--- src/rtl/rf_alu_2_pkg.sv ---
// rf_alu_2_pkg: opcodes, ALU control bundle and opcode decode for the 2-bit ALU issuer
package rf_alu_2_pkg;
  localparam int ALU_LAT_DEFAULT = 7;
  typedef enum logic [2:0] {ADD, SUB, RSUB, AND, XOR, XNOR, ANDN, ILL} op_e;
  typedef struct packed {
    logic carry_in;
    logic end_bar;
    logic cmpl_x;
    logic cmpl_y;
    logic op_and;
    logic op_xor;
    logic op_arith;
  } alu_ctl_t;
  function automatic alu_ctl_t decode(op_e op);
    alu_ctl_t c;
    c          = '0;
    c.op_arith = op inside {ADD, SUB, RSUB};
    c.carry_in = op inside {SUB, RSUB};
    c.cmpl_x   = op inside {RSUB, XNOR};
    c.cmpl_y   = op inside {SUB, ANDN};
    c.op_and   = op inside {AND, ANDN};
    c.op_xor   = op inside {XOR, XNOR};
    return c;
  endfunction
endpackage

--- src/rtl/rf_alu_2_rsp_fifo.sv ---
// rf_alu_2_rsp_fifo: first-word fall-through response FIFO with occupancy count
module rf_alu_2_rsp_fifo #(
  parameter int W     = 8,
  parameter int DEPTH = 4
) (
  input  logic                     clk,
  input  logic                     rst,
  input  logic                     push,
  input  logic [W-1:0]             din,
  input  logic                     pop,
  output logic [W-1:0]             dout,
  output logic                     valid,
  output logic [$clog2(DEPTH):0]   count
);
  localparam int AW = $clog2(DEPTH);
  logic [W-1:0]  mem_q [DEPTH];
  logic [AW-1:0] wr_q, wr_d, rd_q, rd_d;
  logic [AW:0]   cnt_q, cnt_d;
  always_comb begin
    wr_d  = wr_q + AW'(push);
    rd_d  = rd_q + AW'(pop);
    cnt_d = cnt_q + (AW+1)'(push) - (AW+1)'(pop);
  end
  always_ff @(posedge clk or posedge rst)
    if (rst) begin
      wr_q  <= '0;
      rd_q  <= '0;
      cnt_q <= '0;
    end else begin
      wr_q  <= wr_d;
      rd_q  <= rd_d;
      cnt_q <= cnt_d;
    end
  always_ff @(posedge clk)
    if (push) mem_q[wr_q] <= din;
  assign valid = cnt_q != '0;
  assign dout  = valid ? mem_q[rd_q] : '0;
  assign count = cnt_q;
  assert property (@(posedge clk) disable iff (rst) !(push && !pop && cnt_q == (AW+1)'(DEPTH)));
endmodule

--- src/rtl/rf_alu_2_issuer.sv ---
// rf_alu_2_issuer: credit-limited issue of decoded ops into a fixed-latency ALU with in-order tagged responses
import rf_alu_2_pkg::*;
module rf_alu_2_issuer #(
  parameter int   ALU_LAT     = ALU_LAT_DEFAULT,
  parameter int   FIFO_DEPTH  = 4,
  parameter int   TAG_W       = 4,
  parameter logic END_BAR_VAL = 1'b1
) (
  input  logic             clk,
  input  logic             rst,
  input  logic             req_valid,
  output logic             req_ready,
  input  logic [2:0]       req_op,
  input  logic [1:0]       req_x,
  input  logic [1:0]       req_y,
  input  logic [TAG_W-1:0] req_tag,
  output logic [1:0]       alu_xin,
  output logic [1:0]       alu_yin,
  output logic             alu_carry_in,
  output logic             alu_end_bar,
  output logic             alu_cmpl_x,
  output logic             alu_cmpl_y,
  output logic             alu_op_and,
  output logic             alu_op_xor,
  output logic             alu_op_arith,
  input  logic [1:0]       alu_zout,
  input  logic             alu_carry_out,
  input  logic             alu_overflow,
  output logic             rsp_valid,
  input  logic             rsp_ready,
  output logic [1:0]       rsp_z,
  output logic             rsp_carry,
  output logic             rsp_ovf,
  output logic             rsp_err,
  output logic [TAG_W-1:0] rsp_tag
);
  localparam int CW = $clog2(FIFO_DEPTH+1);
  localparam int EW = TAG_W + 2;
  alu_ctl_t                     ctl_q, ctl_d;
  logic [1:0]                   x_q, x_d, y_q, y_d;
  logic [EW-1:0]                lau_q, lau_d;
  logic [ALU_LAT-1:0][EW-1:0]   sr_q, sr_d;
  logic [CW-1:0]                cred_q, cred_d;
  logic [CW-1:0]                fifo_cnt;
  logic [4+TAG_W:0]             head;
  logic                         accept, pop, push;
  assign req_ready = ~rst & (cred_q < CW'(FIFO_DEPTH));
  assign accept    = req_valid & req_ready;
  assign pop       = rsp_valid & rsp_ready;
  assign push      = sr_q[ALU_LAT-1][EW-1];
  // lau/sr entries are {launched, err, tag}; the decode register is the launch slot, sr adds ALU_LAT more
  always_comb begin
    ctl_d         = accept ? decode(op_e'(req_op)) : '0;
    ctl_d.end_bar = accept & END_BAR_VAL;
    x_d           = accept ? req_x : '0;
    y_d           = accept ? req_y : '0;
    lau_d         = {accept, accept & (op_e'(req_op) == ILL), accept ? req_tag : '0};
    sr_d          = {sr_q[ALU_LAT-2:0], lau_q};
    cred_d        = cred_q + CW'(accept) - CW'(pop);
  end
  always_ff @(posedge clk or posedge rst)
    if (rst) begin
      ctl_q  <= '0;
      x_q    <= '0;
      y_q    <= '0;
      lau_q  <= '0;
      sr_q   <= '0;
      cred_q <= '0;
    end else begin
      ctl_q  <= ctl_d;
      x_q    <= x_d;
      y_q    <= y_d;
      lau_q  <= lau_d;
      sr_q   <= sr_d;
      cred_q <= cred_d;
    end
  assign {alu_carry_in, alu_end_bar, alu_cmpl_x, alu_cmpl_y, alu_op_and, alu_op_xor, alu_op_arith} = ctl_q;
  assign alu_xin = x_q;
  assign alu_yin = y_q;
  rf_alu_2_rsp_fifo #(.W(5+TAG_W), .DEPTH(FIFO_DEPTH)) u_fifo (
    .clk   (clk),
    .rst   (rst),
    .push  (push),
    .din   ({alu_zout, alu_carry_out, alu_overflow, sr_q[ALU_LAT-1][TAG_W:0]}),
    .pop   (pop),
    .dout  (head),
    .valid (rsp_valid),
    .count (fifo_cnt)
  );
  assign {rsp_z, rsp_carry, rsp_ovf, rsp_err, rsp_tag} = head;
  assert property (@(posedge clk) disable iff (rst) cred_q <= CW'(FIFO_DEPTH) && fifo_cnt <= cred_q);
endmodule
--- config.mk ---
export PLATFORM = sky130hd
export DESIGN_NAME = rf_alu_2_issuer
export DESIGN_NICKNAME = d
export VERILOG_FILES = /design/src/rtl/rf_alu_2_pkg.sv /design/src/rtl/rf_alu_2_rsp_fifo.sv /design/src/rtl/rf_alu_2_issuer.sv
export SDC_FILE = /design/constraint.sdc
export NUM_CORES = 1
export LEC_CHECK = 0
export BUFFER_PORTS_ARGS = -buffer_cell sky130_fd_sc_hd__buf_2
export CAP_MARGIN = 10
export CORE_UTILIZATION = 50
export DETAILED_ROUTE_END_ITERATION = 10
export GPL_TIMING_DRIVEN = 0
export PLACE_DENSITY = 0.81
export SLEW_MARGIN = 20
export SYNTH_ARGS = -nofsm -noshare
export SYNTH_HDL_FRONTEND = slang
export SYNTH_HIERARCHICAL = 1
export SYNTH_SLANG_ARGS = --single-unit
--- constraint.sdc ---
create_clock -name clk -period 3 [get_ports clk]
set_input_delay 0.6 -clock clk [delete_from_list [all_inputs] [get_ports clk]]
set_output_delay 0.6 -clock clk [all_outputs]
set_load 0.02 [all_outputs]
==> out/summary.txt <==
Vias per cell = 4.87
Max Slew Vio Count = 0
Pre-CTS WS = 398 ps
Setup Crit Path Kind = reg2reg
Maxcap violations = 0
ANT cells = 0
Crit path DAT = 2860 ps
Die Area = 7330 um^2
Final setup fails = 0
Leakage = 1.81 nW
Setup Fix Bufs, Post-CTS = 0
Die Span Y = 85.6 um
Root Driver = clkbuf_8
Post-layout min period = 2580 ps
Cells on worst reg2reg path = 10
Num Clock Sinks = 104
Number of global-route vias before repair = 1667
Total number of vias = 1540
Hold Vio Cnt, Final = 0
Synthesized flop and latch total = 104
Core area = 6760 um^2
Most used cells in the layout excluding fill and tap cells = 68 x dfrtp_1, 40 x buf_2, 36 x edfxtp_1, 18 x and2_1
1st-pass router iterations = 3
Initial Util = 0.518
Buffers on Ports = 37
Tightest Hold Check Type = in2async
CTS Hold Buffers Added = 0
H-tree depth = 3
Clk buf depth = 2
Setup ws final = 417 ps
PwrDens = 835 nW/um^2
Synthesized Nets = 209
TritonCTS Buffers = 9
Worst skew pair latency = 350 ps
Status = complete, no violations
Commonest non-fill, non-tap cell in the layout = dfrtp_1
Worst Path Max Fanout = 11
Antenna violations before repair = 0
Worst setup path end = u_fifo/count[2]
Critical path origin = u_fifo/count[1]
Layout cells sized above 1 = 0.309
Worst clock skew = 7.20 ps
Tcrit/Tclk final = 0.861
Sequential area share after synthesis = 0.796
Reg-to-reg endpoint = u_fifo/count[2]
CTS tree = built
Final HPWL from detailed placement = 2920 um
PostCTS Resize Cnt = 0
Layout net count = 257
Non-filler instance count after layout = 316
Worst Tran Pin Value = 889 ps
Worst EP required = 3280 ps
Total GRT Usage = 0.144
Die Width = 85.6 um
Synth unique cells = 26
Global-route wire length before repair = 7740 um
Synth warn = 6
Routed Antenna Nets = 0
Util after Layout = 0.587
Total Wirelength = 4560 um
Area grow syn2layout = 13.5%
# rows = 30
RR Startpoint = u_fifo/count[1]
CP Capture Type = register
Design area = 3970 um^2
Fmax = 387 MHz
Flop-to-flop setup slack = 420 ps
Placed Area = 3790 um^2
Clock slew at reported path FFs = 100 ps
Syn Inst Count = 183
Pin count of the biggest net entering global routing = 62
Crit start category = register
Global route overflow = 0
Placed cells = 300
TNS Setup = 0 ps
Slew margin rel. = 0.405
Total I/O pin count = 41
Syn Area/Cell = 19.1 um^2
Initial DRC count = 67
DR WL/cell = 14.4 um
RSZ-0062 raised after global routing = false
Fillcell total = 532
DR DRC count = 0
Peak VDD IR = 0.000518 V
GPL Wtd Cong = 0.632
Netlist Area Pre-Place = 3500 um^2
[logic make-up (layout without fill, tap and decap cells)]
logic type | Yosys count | after routing | share of synthesized area
buffers and inverters | 16 | 69 | 0.0250
AND/OR/NAND/NOR | 35 | 35 | 0.0644
multiplexers | 9 | 9 | 0.0580
adder cells (fa/ha/maj) | 7 | 7 | 0.0293
XOR/XNOR | 9 | 9 | 0.0225
flip-flops | 104 | 104 | 0.796
AO/OA/AOI/OAI | 3 | 3 | 0.00501
[per-layer routing]
metal	wire length [um]	share of wire	track usage
met2	2310	0.51	0.244
met4	57	0.013	0.0682
met1	2030	0.44	0.177
met3	161	0.035	0.0318
met5	0	0	0
[worst max-delay path, stage by stage, from the launching register on]
cell	delay, ps
dfrtp_1	430
or3_1	370
clkbuf_1	220
and2_1	280
ha_1	300
inv_1	50
ha_1	120
inv_1	40
fa_1	370
xnor2_1	180
xnor2_1	140
[layout make-up]
class / count / area, um^2 / share of cell area
plain buffers: 8 / 56.3 / 0.0142
well taps: 80 / 100 / 0.0252
repair buffers: 37 / 185 / 0.0467
clock inverters: 7 / 53.8 / 0.0136
clock buffers: 9 / 124 / 0.0312
flip-flops and latches: 104 / 2780 / 0.701
inverters: 8 / 33.8 / 0.00851
multi-input cells: 63 / 632 / 0.159
[state kept, by name, indices dropped and copies added (netlist names), 2 cells and up]
| signal | cells |
|---|---|
| cred_q | 3 |
| u_fifo/rd_q | 2 |
| u_fifo/count | 3 |
| sr_d | 36 |
| sr_q | 5 |
| alu_yin | 2 |
| u_fifo/mem_q | 36 |
| alu_xin | 2 |
| u_fifo/wr_q | 2 |
| lau_q | 5 |
[power breakdown]
part	leakage (nW)	total, mW	switching [mW]	internal (mW)
clock network	0.0905	0.780	0.470	0.310
registers	1.24	1.73	0.0863	1.65
logic	0.475	0.797	0.425	0.372
[through the flow]
| stage | power (mW) | hold slack (ps) |
|---|---|---|
| floorplan | 2.35 | 331 |
| global placement | 2.54 | 333 |
| detailed placement | 2.58 | 336 |
| CTS | 3.36 | 206 |
| global route | 3.51 | 219 |
| finish | 3.31 | 211 |
[worst min path at each step]
stage	start	end	cells after the start
floorplan	sr_d[41]	push	0
global placement	lau_q[3]	sr_d[9]	0
detailed placement	sr_d[6]	sr_d[12]	0
CTS	rst	u_fifo/count[0]	2
global route	rst	u_fifo/count[0]	2
finish	rst	u_fifo/count[0]	2
[cell usage after synthesis, drive strengths merged]
| cell | count | share of area |
|---|---|---|
| dfrtp | 68 | 0.49 |
| and4 | 1 | 0.0025 |
| nor3 | 1 | 0.0014 |
| xor2 | 4 | 0.010 |
| xnor2 | 5 | 0.013 |
| nand3b | 2 | 0.0043 |
| and2 | 18 | 0.032 |
| buf | 6 | 0.014 |
| edfxtp | 36 | 0.31 |
| nor2 | 2 | 0.0021 |
| fa | 2 | 0.011 |
| or3b | 3 | 0.0075 |
| a211oi | 1 | 0.0021 |
| or3 | 1 | 0.0018 |
| clkinv | 1 | 0.0014 |
| and3b | 1 | 0.0025 |
| ha | 5 | 0.018 |
| inv | 7 | 0.0075 |
| nand2 | 2 | 0.0021 |
| mux4 | 9 | 0.058 |
| a21oi | 2 | 0.0029 |
| clkbuf | 2 | 0.0021 |
| nor3b | 2 | 0.0043 |
| and3 | 2 | 0.0036 |
No activity file was read; power rests on OpenSTA's default activity.
